$ cat config.mk
export PLATFORM = sky130hd
export DESIGN_NAME = dsp_result_collector
export DESIGN_NICKNAME = d
export VERILOG_FILES = /design/src/rtl/dsp_result_collector_pkg.sv /design/src/rtl/dsp_result_collector_fifo.sv /design/src/rtl/dsp_result_collector.sv
export SDC_FILE = /design/constraint.sdc
export NUM_CORES = 1
export LEC_CHECK = 0
export CAP_MARGIN = 10
export CORE_ASPECT_RATIO = 1.5
export CORE_MARGIN = 4
export CORE_UTILIZATION = 41
export CTS_CLUSTER_DIAMETER = 100
export DETAILED_ROUTE_END_ITERATION = 12
export DONT_BUFFER_PORTS = 1
export REMOVE_ABC_BUFFERS = 1
export SLEW_MARGIN = 5
export SYNTH_ARGS = -nofsm -noshare
export SYNTH_HDL_FRONTEND = slang
export SYNTH_HIERARCHICAL = 1
export SYNTH_SLANG_ARGS = --single-unit
$ cat constraint.sdc
create_clock -name clk -period 13.7 [get_ports clk]
set_input_delay 4.11 -clock clk [delete_from_list [all_inputs] [get_ports clk]]
set_output_delay 4.11 -clock clk [all_outputs]
set_load 0.02 [all_outputs]
$ cat src/rtl/dsp_result_collector_pkg.sv
// Shared definitions for the DSP48A1 slice wrapper: default geometry and the
// captured-result record {carry, p}.
package dsp48a1_pkg;

  localparam int P_WIDTH_DEF = 48;
  localparam int LATENCY_DEF = 4;
  localparam int DEPTH_DEF   = 4;

  typedef struct packed {
    logic                   carry;
    logic [P_WIDTH_DEF-1:0] p;
  } result_t;

  // Width of a counter that must represent 0..depth inclusive.
  function automatic int count_width(input int depth);
    return $clog2(depth) + 1;
  endfunction

endpackage

$ cat src/rtl/dsp_result_collector_fifo.sv
// Synchronous FIFO holding captured slice results; push into a full buffer
// and pop from an empty buffer are ignored.
module result_fifo_sync
  import dsp48a1_pkg::*;
#(
  parameter int WIDTH = P_WIDTH_DEF + 1,
  parameter int DEPTH = DEPTH_DEF
) (
  input  logic                          clk_i,
  input  logic                          reset_i,
  input  logic                          push_i,
  input  logic                          pop_i,
  input  logic [WIDTH-1:0]              wr_data_i,
  output logic [WIDTH-1:0]              rd_data_o,
  output logic                          full_o,
  output logic                          empty_o,
  output logic [count_width(DEPTH)-1:0] count_o
);

  localparam int AW = $clog2(DEPTH);
  localparam int CW = count_width(DEPTH);

  logic [WIDTH-1:0] mem_q [DEPTH];
  logic [AW-1:0]    wr_ptr_q, wr_ptr_d;
  logic [AW-1:0]    rd_ptr_q, rd_ptr_d;
  logic [CW-1:0]    count_q, count_d;
  logic             push_s, pop_s;

  assign full_o    = (count_q == CW'(DEPTH));
  assign empty_o   = (count_q == {CW{1'b0}});
  assign push_s    = push_i & ~full_o;
  assign pop_s     = pop_i & ~empty_o;
  assign rd_data_o = mem_q[rd_ptr_q];
  assign count_o   = count_q;

  // Pointer and occupancy next state; pointers wrap naturally at DEPTH.
  always_comb begin
    wr_ptr_d = wr_ptr_q;
    rd_ptr_d = rd_ptr_q;
    count_d  = count_q;
    if (push_s) begin
      wr_ptr_d = wr_ptr_q + AW'(1);
    end else begin
      wr_ptr_d = wr_ptr_q;
    end
    if (pop_s) begin
      rd_ptr_d = rd_ptr_q + AW'(1);
    end else begin
      rd_ptr_d = rd_ptr_q;
    end
    case ({push_s, pop_s})
      2'b10:   count_d = count_q + CW'(1);
      2'b01:   count_d = count_q - CW'(1);
      default: count_d = count_q;
    endcase
  end

  // Storage and pointer registers; storage is cleared so the head reads 0 after reset.
  always_ff @(posedge clk_i) begin
    if (reset_i) begin
      for (int i = 0; i < DEPTH; i++) begin
        mem_q[i] <= {WIDTH{1'b0}};
      end
      wr_ptr_q <= {AW{1'b0}};
      rd_ptr_q <= {AW{1'b0}};
      count_q  <= {CW{1'b0}};
    end else begin
      if (push_s) begin
        mem_q[wr_ptr_q] <= wr_data_i;
      end
      wr_ptr_q <= wr_ptr_d;
      rd_ptr_q <= rd_ptr_d;
      count_q  <= count_d;
    end
  end

endmodule

$ cat src/rtl/dsp_result_collector.sv
// Tracks operations through the fixed slice latency, captures each P/CARRYOUT
// result as it emerges and hands it downstream, issuing credits so the buffer
// can never overflow.
module dsp_result_collector
  import dsp48a1_pkg::*;
#(
  parameter int P_WIDTH = P_WIDTH_DEF,
  parameter int LATENCY = LATENCY_DEF,
  parameter int DEPTH   = DEPTH_DEF
) (
  input  logic                          clk,
  input  logic                          reset,
  input  logic                          issue,
  output logic                          issue_ready,
  input  logic [P_WIDTH-1:0]            p_in,
  input  logic                          carryout_in,
  output logic                          res_valid,
  input  logic                          res_ready,
  output logic [P_WIDTH-1:0]            res_p,
  output logic                          res_carry,
  output logic [count_width(DEPTH)-1:0] res_count,
  output logic                          overflow_err
);

  localparam int CW    = count_width(DEPTH);
  localparam int OCC_W = CW + 1;

  logic [LATENCY-1:0] tag_q, tag_d;
  logic [CW-1:0]      in_flight_q, in_flight_d;
  logic               overflow_q, overflow_d;
  logic               accept_s, emerge_s, push_s;
  logic               fifo_full_s, fifo_empty_s;
  logic [OCC_W-1:0]   occupancy_s;
  logic [P_WIDTH:0]   head_s;

  // Credit is judged on registered state only, so a pop frees a slot one cycle later.
  assign occupancy_s  = {1'b0, res_count} + {1'b0, in_flight_q};
  assign issue_ready  = (occupancy_s < OCC_W'(DEPTH));
  assign accept_s     = issue & issue_ready;
  assign emerge_s     = tag_q[LATENCY-1];
  assign push_s       = emerge_s & ~fifo_full_s;
  assign overflow_err = overflow_q;
  assign res_valid    = ~fifo_empty_s;
  assign res_p        = head_s[P_WIDTH-1:0];
  assign res_carry    = head_s[P_WIDTH];

  // Tag pipe shift, in-flight accounting and sticky rejected-issue flag.
  always_comb begin
    tag_d    = tag_q;
    tag_d[0] = accept_s;
    for (int i = 1; i < LATENCY; i++) begin
      tag_d[i] = tag_q[i-1];
    end
    case ({accept_s, emerge_s})
      2'b10:   in_flight_d = in_flight_q + CW'(1);
      2'b01:   in_flight_d = in_flight_q - CW'(1);
      default: in_flight_d = in_flight_q;
    endcase
    if (issue && !issue_ready) begin
      overflow_d = 1'b1;
    end else begin
      overflow_d = overflow_q;
    end
  end

  // Tracking state registers.
  always_ff @(posedge clk) begin
    if (reset) begin
      tag_q       <= {LATENCY{1'b0}};
      in_flight_q <= {CW{1'b0}};
      overflow_q  <= 1'b0;
    end else begin
      tag_q       <= tag_d;
      in_flight_q <= in_flight_d;
      overflow_q  <= overflow_d;
    end
  end

  result_fifo_sync #(
    .WIDTH (P_WIDTH + 1),
    .DEPTH (DEPTH)
  ) u_fifo (
    .clk_i     (clk),
    .reset_i   (reset),
    .push_i    (push_s),
    .pop_i     (res_ready),
    .wr_data_i ({carryout_in, p_in}),
    .rd_data_o (head_s),
    .full_o    (fifo_full_s),
    .empty_o   (fifo_empty_s),
    .count_o   (res_count)
  );

endmodule
Word-level counts from Yosys, hierarchy flattened
Memory sizes are Yosys's and may differ from the RTL's. A register that Yosys moved wholly into a read port is not among the register bits.
Index checks and enable logic that the tools add are counted.
Word-level totals
  input bits: 53
  memory bits (writable): 196
  word-level logic and storage cells: 44
  output and inout bits: 55
  memories kept: 1
  flip-flop bits (word level): 15
Operators by class
  reduce and logical (&&, ||, !) cells: 6
  add/subtract/negate cells: 7
  equality and inequality tests: 5
  bitwise operators: 6
  muxes and demuxes: 12
  magnitude comparators: 1
Memories
  u_fifo.mem_q: words 4, bits a word 49, rd ports 1, clocked after memory_dff 1, write ports 4, RTL line dsp_result_collector_fifo.sv:23  | logic [WIDTH-1:0] mem_q [DEPTH];
Operators by type and width (number)
  2-to-1 mux 49 bit: 1
  OR reduction 49 bit: 1
  case mux 3 bit (2 select lines): 2
  adder 3 x 1 -> 3 bit, second input constant: 2
  2-to-1 mux 1 bit: 6
  2-to-1 mux 2 bit: 3
  subtractor 3 x 1 -> 3 bit, second input constant: 2
  adder 2 x 1 -> 2 bit, second input constant: 2
  adder 3 x 3 -> 4 bit: 1
  AND 1 bit: 4
  equality test 2 x 1 -> 1 bit, second input constant: 2
  equality test 2 bit, second input constant: 2
  < comparator 4 x 3 -> 1 bit, second input constant: 1
  nonzero test 2 bit: 2
  equality test 3 bit, second input constant: 1
  zero test 3 bit: 1
  inverter 1 bit: 2
  logical AND 1 bit: 1
  zero test 1 bit: 1

Logic depth before layout (Yosys ltp)
  depth after elaboration: 9
  mapped depth: 10
  depth with buffers taken out: 10

By module
The synthesis kept the hierarchy.
By module, submodules not included
  result_fifo_sync: times used 1, area an instance 8906.0 sq um, cells an instance 526, sequential area each 6065.8 sq um
  dsp_result_collector: times used 1, area an instance 364.1 sq um, cells an instance 36, sequential area each 160.2 sq um

Worst setup path after synthesis
Ideal clock, no wire load.
  path kind: input -> register
  from: input reset
  to: memory u_fifo/mem_q[2][0] (netlist name), enable pin
  stages on the path: 3
  slack: 6.980 ns
  data required time: 12.836 ns
  arrival time: 5.856 ns
  path through: clkbuf_1 inv_1 o21ai_0
RTL lines
  start: declaration: RTL line dsp_result_collector.sv:12  | input logic reset,
  end: declaration: RTL line dsp_result_collector_fifo.sv:23

==> flow_summary_export.csv <==
group,metric,value,unit
run_status,run_status,"finished clean",
hold_path,worst_hold_path_type,"reg -> reg",
detailed_routing,routed_via_density,5.17,
sta,maxClockFrequency,155,MHz
clocking,tritoncts,"done",
power_and_ir_drop,clkPwrFrac,42.6,%
worst_setup_path,slowest_stage,"dfxtp_2",
power_and_ir_drop,power.combinational.fraction,4.6,%
place,place.detailed.instances,816,
global_routing,grt_overflow,0,
clocking,numClockSinks,213,
detailed_routing,num_vias,4424,
detailed_routing,drt_wl_total,19000,um
die,start_util,41.6,%
global_routing,grt_use_total,15.4,%
clocking,cts_resized,0,
detailed_routing,top_layer,"met4",
die,fp.dieArea,0.0251,mm^2
power_and_ir_drop,sw_frac_of_total,21.0,%
clocking,ctsHoldBuffers,0,
yosys,synth_cell_type_count,35,
cells_and_area,most-common-layout-cells,"196 x edfxtp_1, 186 x and2_1, 49 x mux4_2",
sta,finalHoldViolations,0,
hold_path,holdCritStartpoint,"tag_q[1]",
detailed_routing,routedWlPerCell,22.2,um
die,io_pins,108,
sta,worstMarginPinSlew,1.04,ns
detailed_routing,met1_length,7140,um
cells_and_area,layout_commonest_cell,"edfxtp_1",
power_and_ir_drop,power.sequential.fraction,52.9,%
cells_and_area,layout-drive-gt1-share,20.2,%
worst_setup_path,critical_path.reg2reg.startpoint,"u_fifo/count_o[0]",
flow_run,drv.max_cap_violation_count,0,
cells_and_area,finish.net_count,623,
die,die-height,192,um
detailed_routing,met3_wl,1160,um
detailed_routing,route.detailed.drc,0,
worst_setup_path,crit_type,"reg -> out",
clocking,clkLatencyLatePin,0.49,ns
worst_setup_path,slowest_delay,0.97,ns
clocking,inserted_clock_buffers,21,
detailed_routing,ant_nets,0,
worst_setup_path,data_required_time_of_the_worst_path,9.59,ns
worst_setup_path,cp_max_fo,33,
place,number_of_i_o_port_buffers,0,
sta,slew_headroom,30.6,%
detailed_routing,met2_length,10300,um
global_routing,antenna_found_initial,0,
cells_and_area,final_cell_count_no_fill,855,
place,dp_hpwl,11600,um
power_and_ir_drop,power.ir.vdd_worst,81.2,uV
yosys,post_synth_design_cell_area,0.00927,mm^2
clocking,cts-root-to-sink-buffers,3,
yosys,yosysSeqAreaShare,67.2,%
worst_setup_path,end_kind,"primary output",
yosys,synth.ff_latch_count,213,
power_and_ir_drop,leak_pwr,3.65,nW
detailed_routing,dr.first_iter.drc_count,287,
place,place_congestion,0.699,
power_and_ir_drop,power.net_switching,0.296,mW
die,die_width,131,um
yosys,synthesis.area_per_instance,16.5,um^2
sta,finalSetupViolations,0,
yosys,synth.yosys.warnings,6,
sta,post-route-period-util,47.1,%
clocking,clock_slew_at_the_register_clock_pins_of_the_worst_setup_and_hold_paths,0.06,ns
power_and_ir_drop,intPower,1.11,mW
clocking,post_cts.repair.setup_buffers,0,
sta,finalSetupTns,0,ns
yosys,synth_async_sr_flop_share,0,%
global_routing,wire_length_of_the_first_global_routing_pass,29100,um
yosys,dominantRegCellSynth,"edfxtp_1",
yosys,synth-edff-count,196,
sta,finalWorstPathRequiredPeriod,6.45,ns
worst_setup_path,worstPathArrival,2.34,ns
global_routing,pin_count_of_the_biggest_net_entering_global_routing,51,
clocking,cts_root_buffer,"clkbuf_16",
worst_setup_path,timing.critical_path.cells,"buf_4, mux4_2",
worst_setup_path,reg2reg_slack,10.36,ns
worst_setup_path,startpoint_type,"flip-flop",
sta,final.setup_skew,0.00668,ns
clocking,clock_tree.htree_level_count,1,
die,design.core.area,0.0223,mm^2
cells_and_area,area_growth,11.1,%
detailed_routing,drt-pass1-iter-count,4,
sta,unrepaired_setup_endpoints_after_global_routing,"false",
die,floorplan.rows,67,
global_routing,grt_pass1_vias,5005,
sta,drv_slew,0,
power_and_ir_drop,p_per_area,137,mW/mm^2
yosys,cells_after_synthesis,562,
-- layer usage --
metal,vias to the layer above,track usage [%]
li1,2059,-
met1,2260,17.6
met2,78,28.4
met3,27,4.20
met4,0,3.68
met5,-,0
-- cells by family after synthesis --
kind of cell	Yosys count	synth area share [%]
compound gates	14	0.877
flops	213	67.2
xor+xnor	5	0.472
mux	50	12.0
buf+inv	43	2.24
fa+ha+maj	6	0.972
simple gates	231	16.3
-- flip-flops by register name, indices dropped and copies added (netlist names), named ones only --
name and flops:
u_fifo/rd_ptr_q 2, overflow_err 1, tag_q 4, u_fifo/mem_q 196
u_fifo/wr_ptr_q 2, u_fifo/count_o 3, in_flight_q 3
-- power by group through the flow --
stage | Sequential (mW) | Clock, mW | Combinational, mW
detailed placement | 0.760 | 0 | 0.0659
floorplan | 0.756 | 0 | 0.0517
global route | 0.748 | 0.642 | 0.0690
finish | 0.745 | 0.600 | 0.0644
global placement | 0.759 | 0 | 0.0642
CTS | 0.746 | 0.617 | 0.0661
-- stage by stage --
| step | cell area [um^2] | hold WS, ns | worst slack (ns) | util [%] | power (mW) |
|---|---|---|---|---|---|
| floorplan | 9100 | 0.414 | 6.74 | - | 0.808 |
| global placement | 9570 | 0.423 | 7.36 | 42.9 | 0.823 |
| detailed placement | 9570 | 0.430 | 7.29 | 42.9 | 0.826 |
| CTS | 10300 | 0.448 | 7.15 | 46.1 | 1.43 |
| global route | 10300 | 0.450 | 7.09 | 46.2 | 1.46 |
| finish | 10300 | 0.442 | 7.25 | 46.2 | 1.41 |
-- critical path: cells and delay by family, from the launching register on --
| family | cells | cell delay (ns) |
|---|---|---|
| DFF | 1 | 0.97 |
| buffers and inverters | 1 | 0.42 |
| muxes | 1 | 0.45 |
-- cells in the mapped netlist, types with 5 or more instances --
cell	count	area [um^2]
edfxtp_1	196	5890
and2_1	186	1160
mux4_2	49	1100
clkbuf_1	19	71.3
dfxtp_1	17	340
inv_1	11	41.3
and2_4	10	87.6
nor2_1	10	37.5
a21oi_1	5	25.0
nor2b_1	5	31.3
xor2_1	5	43.8
-- area by class of cell --
type	count	area (um^2)
diodes	1	2.50
clock buffers	23	533
clock inverters	14	179
fillers	1914	12000
inverters	11	41.3
multi-input cells	306	2880
flip-flops and latches	213	6230
well taps	276	345
repair buffers	11	90.1
-- path summary, 6_finish.rpt --
path                         endpoint  cells after the start
hold / removal               tag_q[2]                      1
hold reg to reg              tag_q[2]                      1
setup reg to reg  u_fifo/mem_q[0][45]                      7
setup / recovery            res_p[40]                      2
(Power assumes the default switching activity.)
